==> src/rtl/alu_arbiter_if.sv <==
// Bundle of requester handshakes and the ALU-facing bus for alu_arbiter.
// The slave modport is the arbiter's view; the master modport is the
// requester/ALU environment's view.
interface alu_arbiter_if #(
  parameter int NUM_REQ     = 4,
  parameter int WORD_SIZE   = 16,
  parameter int OPCODE_SIZE = 4
);
  logic [NUM_REQ-1:0]             req_valid;
  logic [NUM_REQ-1:0]             req_ready;
  logic [NUM_REQ*OPCODE_SIZE-1:0] req_opcode;
  logic [NUM_REQ*WORD_SIZE-1:0]   req_input1;
  logic [NUM_REQ*WORD_SIZE-1:0]   req_input2;
  logic [NUM_REQ-1:0]             resp_valid;
  logic [NUM_REQ-1:0]             resp_ready;
  logic [WORD_SIZE-1:0]           resp_data;
  logic [OPCODE_SIZE-1:0]         alu_opcode;
  logic [WORD_SIZE-1:0]           alu_input1;
  logic [WORD_SIZE-1:0]           alu_input2;
  logic                           alu_enable;
  logic [WORD_SIZE-1:0]           alu_out;

  modport slave (
    input  req_valid, req_opcode, req_input1, req_input2, resp_ready, alu_out,
    output req_ready, resp_valid, resp_data,
    output alu_opcode, alu_input1, alu_input2, alu_enable
  );

  modport master (
    output req_valid, req_opcode, req_input1, req_input2, resp_ready, alu_out,
    input  req_ready, resp_valid, resp_data,
    input  alu_opcode, alu_input1, alu_input2, alu_enable
  );
endinterface

==> src/rtl/alu_arbiter.sv <==
// Round-robin arbiter sharing one registered ALU between NUM_REQ requesters.
// One operation is in flight at a time: IDLE -> ISSUE -> CAPTURE -> RESP.
module alu_arbiter #(
  parameter int NUM_REQ     = 4,
  parameter int WORD_SIZE   = 16,
  parameter int OPCODE_SIZE = 4
) (
  input  logic          clock,
  input  logic          reset,
  alu_arbiter_if.slave  bus,
  output logic          busy
);

  localparam int IDX_W = (NUM_REQ > 1) ? $clog2(NUM_REQ) : 1;
  // One extra bit so last_grant + k can exceed NUM_REQ before wrapping.
  localparam int CW    = IDX_W + 1;

  typedef enum logic [1:0] {
    IDLE    = 2'd0,
    ISSUE   = 2'd1,
    CAPTURE = 2'd2,
    RESP    = 2'd3
  } state_t;

  state_t                 state_reg, state_next;
  logic [IDX_W-1:0]       owner_reg;
  logic [IDX_W-1:0]       last_grant_reg;
  logic [OPCODE_SIZE-1:0] opcode_reg;
  logic [WORD_SIZE-1:0]   input1_reg;
  logic [WORD_SIZE-1:0]   input2_reg;
  logic [WORD_SIZE-1:0]   resp_data_reg;

  logic [IDX_W-1:0]       grant_idx;
  logic                   grant_found;
  logic [CW-1:0]          cand;
  logic [NUM_REQ-1:0]     ready_vec;

  logic [OPCODE_SIZE-1:0] opcode_arr [NUM_REQ];
  logic [WORD_SIZE-1:0]   input1_arr [NUM_REQ];
  logic [WORD_SIZE-1:0]   input2_arr [NUM_REQ];

  // Unpack the flattened request payloads and drive the one-hot response valid.
  generate
    for (genvar gi = 0; gi < NUM_REQ; gi++) begin : g_req
      localparam logic [IDX_W-1:0] GI_IDX = IDX_W'(gi);
      assign opcode_arr[gi]     = bus.req_opcode[gi*OPCODE_SIZE +: OPCODE_SIZE];
      assign input1_arr[gi]     = bus.req_input1[gi*WORD_SIZE +: WORD_SIZE];
      assign input2_arr[gi]     = bus.req_input2[gi*WORD_SIZE +: WORD_SIZE];
      assign bus.resp_valid[gi] = (state_reg == RESP) && (owner_reg == GI_IDX);
    end
  endgenerate

  // Round-robin pick: first valid requester after last_grant, wrapping around.
  always_comb begin
    grant_found = 1'b0;
    grant_idx   = '0;
    cand        = '0;
    for (int k = 1; k <= NUM_REQ; k++) begin
      cand = {1'b0, last_grant_reg} + CW'(k);
      if (cand >= CW'(NUM_REQ)) begin
        cand = cand - CW'(NUM_REQ);
      end
      if (!grant_found && bus.req_valid[cand[IDX_W-1:0]]) begin
        grant_found = 1'b1;
        grant_idx   = cand[IDX_W-1:0];
      end
    end
  end

  // Next-state logic and the accept strobe; a grant happens only in IDLE.
  always_comb begin
    state_next = state_reg;
    ready_vec  = '0;
    case (state_reg)
      IDLE: begin
        if (grant_found) begin
          ready_vec[grant_idx] = 1'b1;
          state_next           = ISSUE;
        end
      end
      ISSUE:   state_next = CAPTURE;
      CAPTURE: state_next = RESP;
      RESP: begin
        if (bus.resp_ready[owner_reg]) begin
          state_next = IDLE;
        end
      end
      default: state_next = IDLE;
    endcase
  end

  // State register.
  always_ff @(posedge clock or posedge reset) begin
    if (reset) begin
      state_reg <= IDLE;
    end else begin
      state_reg <= state_next;
    end
  end

  // Latch the winner's payload on accept and the ALU result in CAPTURE.
  always_ff @(posedge clock or posedge reset) begin
    if (reset) begin
      owner_reg      <= '0;
      last_grant_reg <= IDX_W'(NUM_REQ - 1);
      opcode_reg     <= '0;
      input1_reg     <= '0;
      input2_reg     <= '0;
      resp_data_reg  <= '0;
    end else begin
      if (state_reg == IDLE && grant_found) begin
        owner_reg      <= grant_idx;
        last_grant_reg <= grant_idx;
        opcode_reg     <= opcode_arr[grant_idx];
        input1_reg     <= input1_arr[grant_idx];
        input2_reg     <= input2_arr[grant_idx];
      end
      if (state_reg == CAPTURE) begin
        resp_data_reg <= bus.alu_out;
      end
    end
  end

  // Accept strobe is held low while reset is asserted so every output reads 0.
  assign bus.req_ready  = reset ? '0 : ready_vec;
  assign bus.resp_data  = resp_data_reg;
  // ALU inputs come straight from registers so they never glitch.
  assign bus.alu_opcode = opcode_reg;
  assign bus.alu_input1 = input1_reg;
  assign bus.alu_input2 = input2_reg;
  assign bus.alu_enable = (state_reg == ISSUE);
  assign busy           = (state_reg != IDLE);

endmodule

==> src/flat_wrapper.sv <==
// flat-port wrapper written by rule: the top's interface ports become plain ports
module alu_arbiter_flat 
#(
  parameter int NUM_REQ     = 4,
  parameter int WORD_SIZE   = 16,
  parameter int OPCODE_SIZE = 4
)
  (clock, reset, busy, bus_req_valid, bus_req_opcode, bus_req_input1, bus_req_input2, bus_resp_ready, bus_alu_out, bus_req_ready, bus_resp_valid, bus_resp_data, bus_alu_opcode, bus_alu_input1, bus_alu_input2, bus_alu_enable);
  alu_arbiter_if #(.NUM_REQ(NUM_REQ), .WORD_SIZE(WORD_SIZE), .OPCODE_SIZE(OPCODE_SIZE)) bus_i ();
  input  logic clock;
  input  logic reset;
  output logic busy;
  input wire logic [$bits(bus_i.req_valid)-1:0] bus_req_valid;
  input wire logic [$bits(bus_i.req_opcode)-1:0] bus_req_opcode;
  input wire logic [$bits(bus_i.req_input1)-1:0] bus_req_input1;
  input wire logic [$bits(bus_i.req_input2)-1:0] bus_req_input2;
  input wire logic [$bits(bus_i.resp_ready)-1:0] bus_resp_ready;
  input wire logic [$bits(bus_i.alu_out)-1:0] bus_alu_out;
  output wire logic [$bits(bus_i.req_ready)-1:0] bus_req_ready;
  output wire logic [$bits(bus_i.resp_valid)-1:0] bus_resp_valid;
  output wire logic [$bits(bus_i.resp_data)-1:0] bus_resp_data;
  output wire logic [$bits(bus_i.alu_opcode)-1:0] bus_alu_opcode;
  output wire logic [$bits(bus_i.alu_input1)-1:0] bus_alu_input1;
  output wire logic [$bits(bus_i.alu_input2)-1:0] bus_alu_input2;
  output wire logic [$bits(bus_i.alu_enable)-1:0] bus_alu_enable;
  assign bus_i.req_valid = bus_req_valid;
  assign bus_i.req_opcode = bus_req_opcode;
  assign bus_i.req_input1 = bus_req_input1;
  assign bus_i.req_input2 = bus_req_input2;
  assign bus_i.resp_ready = bus_resp_ready;
  assign bus_i.alu_out = bus_alu_out;
  assign bus_req_ready = bus_i.req_ready;
  assign bus_resp_valid = bus_i.resp_valid;
  assign bus_resp_data = bus_i.resp_data;
  assign bus_alu_opcode = bus_i.alu_opcode;
  assign bus_alu_input1 = bus_i.alu_input1;
  assign bus_alu_input2 = bus_i.alu_input2;
  assign bus_alu_enable = bus_i.alu_enable;
  alu_arbiter #(.NUM_REQ(NUM_REQ), .WORD_SIZE(WORD_SIZE), .OPCODE_SIZE(OPCODE_SIZE)) u_core (.clock(clock), .reset(reset), .bus(bus_i), .busy(busy));
endmodule
==> config.mk <==
export PLATFORM = sky130hd
export DESIGN_NAME = alu_arbiter_flat
export DESIGN_NICKNAME = d
export VERILOG_FILES = /design/src/rtl/alu_arbiter_if.sv /design/src/rtl/alu_arbiter.sv /design/src/flat_wrapper.sv
export SDC_FILE = /design/constraint.sdc
export NUM_CORES = 1
export LEC_CHECK = 0
export BUFFER_PORTS_ARGS = -buffer_cell sky130_fd_sc_hd__buf_2
export CAP_MARGIN = 15
export CORE_ASPECT_RATIO = 1.25
export CORE_MARGIN = 3
export CORE_UTILIZATION = 40
export DETAILED_ROUTE_END_ITERATION = 6
export PLACE_DENSITY = 0.75
export SETUP_SLACK_MARGIN = 0.02
export SKIP_CTS_REPAIR_TIMING = 1
export SYNTH_ARGS = -nofsm -noshare
export SYNTH_HDL_FRONTEND = slang
export SYNTH_SLANG_ARGS = --single-unit
==> constraint.sdc <==
create_clock -name clock -period 2.44 [get_ports clock]
set_input_delay 0.366 -clock clock [delete_from_list [all_inputs] [get_ports clock]]
set_output_delay 0.366 -clock clock [all_outputs]
set_load 0.1 [all_outputs]
; Yosys cells after proc, flatten, opt, wreduce, memory -nomap -nowiden
; Index checks and enable logic that the tools add are counted.
[totals]
output_inout_bits = 62
elab_cells = 91
in_bits = 170
register_bits = 58
[op_classes]
add_sub_neg = 8
bitwise = 1
n_reduce_logical = 16
eq_ne = 8
n_lt_le_gt_ge = 12
muxes = 39
[ops]
columns = cell, n
row1 = binary-select mux 16 bit (select 2 bit), 2
row2 = two-way mux 16 bit, 4
row3 = two-way mux 2 bit, 10
row4 = two-way mux 4 bit, 5
row5 = "< comparator 2 x 3 -> 1 bit, second input constant", 6
row6 = "greater-or-equal comparator 3 bit, second input constant", 5
row7 = binary-select mux 1 bit (select 2 bit), 5
row8 = two-way mux 1 bit, 10
row9 = logical AND 1 bit, 9
row10 = binary-select mux 4 bit (select 2 bit), 1
row11 = "equality test 2 bit, second input constant", 4
row12 = one-hot mux 2 bit (4 select lines), 1
row13 = "subtractor 2 x 1 -> 2 bit, second input constant", 4
row14 = "adder 2 x 2 -> 3 bit, second input constant", 2
row15 = "equality test 2 x 1 -> 1 bit, second input constant", 2
row16 = logical NOT 2 bit, 2
row17 = "adder 2 x 1 -> 3 bit, second input constant", 1
row18 = "adder 2 x 3 -> 3 bit, second input constant", 1
row19 = logical NOT 1 bit, 3
row20 = NOT 2 -> 3 bit, 1
row21 = demux 1 bit (select 2 bit), 1
row22 = "greater-or-equal comparator 2 x 1 -> 1 bit, second input constant", 1
row23 = "!= test 2 x 1 -> 1 bit, second input constant", 1
row24 = "!= test 2 bit, second input constant", 1
row25 = 2 further kinds, 2

; Longest topological paths before layout
[logic_depth]
word_depth = 22
mapped_depth = 9
mapped_depth_nobuf = 6

; Least setup slack after synthesis
; OpenSTA, ideal clock, no wires.
[synth_path]
path_kind = register to output
startpoint = register u_core.last_grant_reg[1]
endpoint = output bus_req_ready[0]
path_buffers = 3
setup_slack_ps = -2367
arrival_ps = 4441
path_stages_with_launch = 8
required_time_ps = 2074
path_cell_list = dfstp_2 buf_4 nand2_1 a21oi_1 o221a_1 buf_4 buf_2 nor4b_1
[synth_between]
elab_chain_len = 22
word_cells_on_any_way = 46
cone_classes = add/sub: 8 / order compare: 6 / mux: 25 / reduce/logical: 7
[synth_lines]
columns = item, line
row1 = from (decl), alu_arbiter.sv:27  ; logic [IDX_W-1:0] last_grant_reg;
row2 = from (signal assigned), alu_arbiter.sv:105  ; last_grant_reg <= IDX_W'(NUM_REQ - 1);
row3 = from (signal assigned), alu_arbiter.sv:113  ; last_grant_reg <= grant_idx;
row4 = adder 2 x 1 -> 3 bit, alu_arbiter.sv:59  ; cand = {1'b0, last_grant_reg} + CW'(k);
row5 = greater-or-equal comparator 3 bit / subtractor 2 x 1 -> 2 bit (equally long branches), "alu_arbiter.sv:60, alu_arbiter.sv:61"
row6 = two-way mux 2 bit, alu_arbiter.sv:60  ; if (cand >= CW'(NUM_REQ)) begin
row7 = binary-select mux 1 bit (select 2 bit), alu_arbiter.sv:63  ; if (!grant_found && bus.req_valid[cand[IDX_W-1:0]]) begin
row8 = two-way mux 1 bit (implied by the code), alu_arbiter.sv:63
row9 = two-way mux 1 bit, alu_arbiter.sv:63
row10 = logical NOT 1 bit, alu_arbiter.sv:63
row11 = logical AND 1 bit, alu_arbiter.sv:63
row12 = (+6 left out), --
row13 = two-way mux 2 bit, alu_arbiter.sv:63
row14 = < comparator 2 x 3 -> 1 bit (implied by the code) / greater-or-equal comparator 2 x 1 -> 1 bit (equally long branches), alu_arbiter.sv:77  ; ready_vec[grant_idx] = 1'b1;
row15 = logical AND 1 bit (implied by the code), alu_arbiter.sv:77
row16 = two-way mux 1 bit (implied by the code), alu_arbiter.sv:77
row17 = demux 1 bit (select 2 bit), --
row18 = two-way mux 4 bit *, alu_arbiter.sv:76  ; if (grant_found) begin
row19 = two-way mux 4 bit *, alu_arbiter.sv:74  ; case (state_reg)
row20 = two-way mux 4 bit *, alu_arbiter.sv:125  ; assign bus.req_ready = reset ? '0 : ready_vec;
row21 = to (decl), flat_wrapper.sv:19  ; output wire logic [$bits(bus_i.req_ready)-1:0] bus_req_ready;
; Mark *: on every way between the ends. The rest lies on a longest branch, timed or not. The select of a mux whose other input is x is not followed.

; Worst setup path in the final report
; Ends and elaborated chain as after synthesis.

==> flow_results.org <==
** Clock network
- TritonCTS buffer count :: 9
- The clock tree synthesis step divided the H-tree into 3 levels.
- In this run the deepest clock path goes through 2 buffers.
- TritonCTS clock tree :: done
- The cell sitting at the root of the clock tree is a clkbuf_8.
- Clock-pin slew was measured on the worst setup and hold paths at approximately 0.070 ns.
- Insertion delay to the later sink of the worst-skew pair :: 0.33 ns
- Counting every sink on the clock net gives 58.

** Global route
- Number of global-route vias before repair :: 3224
- For this run the aggregate overflow at the end of global routing stands at 0.
- After global routing, the most crowded layer is met2.
- The number of antenna violations at the first check in global routing is 0.
- Met1 usage in global routing :: around 24%
- Entering global routing, the biggest net connects 57 pins.
- The first global-routing pass estimated 15470 µm of wire.
- Global routing consumed, on the met3 layer, 4.996% of the routing resources.
- Global-route met2 utilization :: 37.24%
- Total routing usage reported by global routing :: 21.17%

** Setup path
- Startpoint-to-endpoint class of the critical path :: register to output port
- The worst register-to-register path begins at u_core.last_grant_reg[1].
- STA classifies the critical path startpoint as a register.
- The worst register-to-register path has a setup slack of 0.39 ns.
- The number of cells on the worst reg-to-reg path is 6.
- STA puts the critical path data arrival time at between 1.5 and 2 ns.
- Along the worst path, the maximum fanout reaches 7.
- Required time worst endpoint :: 2.07 ns
- STA classifies the critical path endpoint as an output port.
- The endpoint identified for the worst register-to-register timing path is u_core.bus.alu_input1[15].

** Layout
- FF/Latch Area :: 1454 µm²
- The post-route netlist has 55.07% of its cells at a drive strength greater than 1.
- Net count reported at finish :: 693
- Fill count :: roughly 680
- Utilization of the core after routing :: 61.37%
- Area growth from synthesis to layout :: 47.61%
- In the final layout, the multi-input gates occupy 1743 µm².
- Total inserted antenna cells :: 0

** Synth
- Sequential cells were found to cover 44.37% of the synthesized design area.
- Sorting the synthesized cells by area gives the leading types as dfrtp_1 43%, mux2i_1 22%, o221ai_1 9.6%.
- Area share of the largest cell type after synthesis :: 42.76%
- Of all cell types, the one taking the most synthesized area is dfrtp_1.
- Summing the areas of all and, or, nand and nor instances in the mapped netlist gives 8.477% of the synthesized area.
- Netlist area before placement :: about 3300 µm²
- Counting flops and latches in the post-synthesis netlist gives 58.
- Mapped Cells :: 292
- Yosys mapped the design onto 29 distinct sky130hd cell types.
- XOR/XNOR Fraction of Synth Area :: 0%
- Mean instance size in the synthesized netlist :: 11.22 µm²
- Share of cell area taken by muxes after synthesis :: 28.48%
- Synthesis produced a netlist with a net count of ~470.
- Yosys printed 0 warnings.
- The synthesized netlist devotes 1.909% of its cell area to adder and majority cells.
- By area, the combinational part of the netlist is dominated by multiplexers.
- Compound-gate portion of the synthesized area :: 11.53%

** STA
- Setup violations remaining at the end of the flow were counted as 0.
- Final worst clock skew :: between 0.01 and 0.015 ns
- Maximum achievable frequency :: 431.7 MHz
- Measured against its own limit, the worst slew margin works out to 48.29%.
- Of the available clock period, the critical path in the final layout requires between 90% and 100%.
- The number of pins exceeding their max-slew limit in the final report is 0.
- After layout, the minimum clock period comes to between 2 and 2.5 ns.
- Hold violation count in the final report :: 0
- For the pin with the worst max-slew slack, the measured transition is 0.7757 ns.
- Setup repair after global routing could not meet its margin everywhere.

** Worst hold path
- In this run the worst hold path is classified as input pin to asynchronous set/reset pin.

** Floorplan
- Row count :: 36
- Io pins :: 232
- The die covers 9321 µm².
- Die boundary width :: 86.96 µm
- For this configuration, the core starts out at a cell density of 41.57%.
- Core Box Area :: just under 8000 µm²
- Chip height :: 107.2 µm

** Route
- The first TritonRoute pass finished after 6 iterations.
- Total number of vias :: 3285
- In this run, the number of DRC markers left after iteration 0 of detailed routing was 140.
- Average detailed-routed wire length per instance :: 16.52 µm
- Residual antenna-violating net count after detailed routing :: 0
- Using the TritonRoute via totals, the vias-per-cell ratio works out to 5.316.
- Count of unresolved DRC violations after routing :: 0
- Wires add up to just over 10000 µm.

** Placed design
- Detailed placement finished with a half-perimeter wire length of a little over 8000 µm.
- The count of buffers added on input and output ports is around 230.
- At the end of routability-driven placement, the weighted congestion stood at 0.8931.

** Run status
- The run finished with clean final reports.

** Flow run
- Max-cap violations in this run came to 0.
[worst max path at each step]
stage | to | slack, ns | start | cells after the start
after floorplan | bus_req_ready[2] | -0.40 | u_core.state_reg[1] | 7
after global placement | bus_req_ready[0] | 0.33 | u_core.last_grant_reg[1] | 5
after detailed placement | bus_req_ready[0] | 0.29 | u_core.last_grant_reg[1] | 5
after CTS | bus_req_ready[0] | -0.08 | u_core.last_grant_reg[1] | 5
after global routing | bus_req_ready[0] | 0.02 | u_core.last_grant_reg[1] | 4
final | bus_req_ready[0] | 0.12 | u_core.last_grant_reg[1] | 5
[synth_stat cells, drive strengths merged]
| cell | instances |
|---|---|
| mux2i | 73 |
| dfrtp | 56 |
| nand2 | 45 |
| o221ai | 36 |
| mux2 | 16 |
| buf | 14 |
| clkbuf | 10 |
| a21oi | 6 |
| ha | 5 |
| inv | 5 |
| nor2 | 5 |
| nand2b | 3 |
| o21ai | 3 |
| dfstp | 2 |
| nor2b | 2 |
| nor3b | 2 |
| nor4 | 2 |
| a31oi | 1 |
| and3 | 1 |
| and3b | 1 |
| mux4 | 1 |
| nor3 | 1 |
| nor4b | 1 |
| o221a | 1 |
[critical path: stages (launching register included)]
cell	delay, ns
dfstp_2	0.58
nand2_1	0.06
a21oi_1	0.17
o221a_4	0.30
nor4b_4	0.25
buf_6	0.26
[per-stage QoR]
stage	setup TNS [ns]	setup slack, ns	hold slack [ns]	instances	cell area [µm²]
after floorplan	-1.087	-0.3972	0.4959	292	3388
after global routing	0	0.01999	0.2462	618	4837
after detailed placement	0	0.2906	0.4705	602	4609
final	0	0.1235	0.2050	618	4837
after global placement	0	0.3340	0.4668	602	4609
after CTS	-0.07683	-0.07683	0.2011	618	4828
[metal layers]
layer  routed length [µm]  vias up
li1                     -     1540
met1                 3624     1569
met2                 5568      152
met3                  732       24
met4                  284        0
met5                    0        -
[cells by family (layout without fill, tap and decap cells)]
group,after synthesis,in the layout
AOI/OAI and AO/OA,47,47
adders and majority gates,5,5
buffers and inverters,29,260
DFF,58,58
muxes,90,90
and+or+nand+nor,63,63
[placed cells by master, fill, tap and decap left out, types with 6 or more instances in the layout]
master	n
buf_2	227
mux2i_1	73
dfrtp_1	56
nand2_1	44
o221ai_1	36
mux2_2	16
clkbuf_8	10
a21oi_1	6
buf_4	6
[area by class of cell]
class,count,share of cell area (%)
clock inverter,5,1.604
multi-input combinational,205,36.03
inverter,5,0.4656
sequential,58,30.06
tap,95,2.457
clock buffer,11,2.923
timing repair buffer,239,26.46
Power is not shown: default switching activity piles up to over one toggle a cycle in this logic, so the estimate is an artifact.
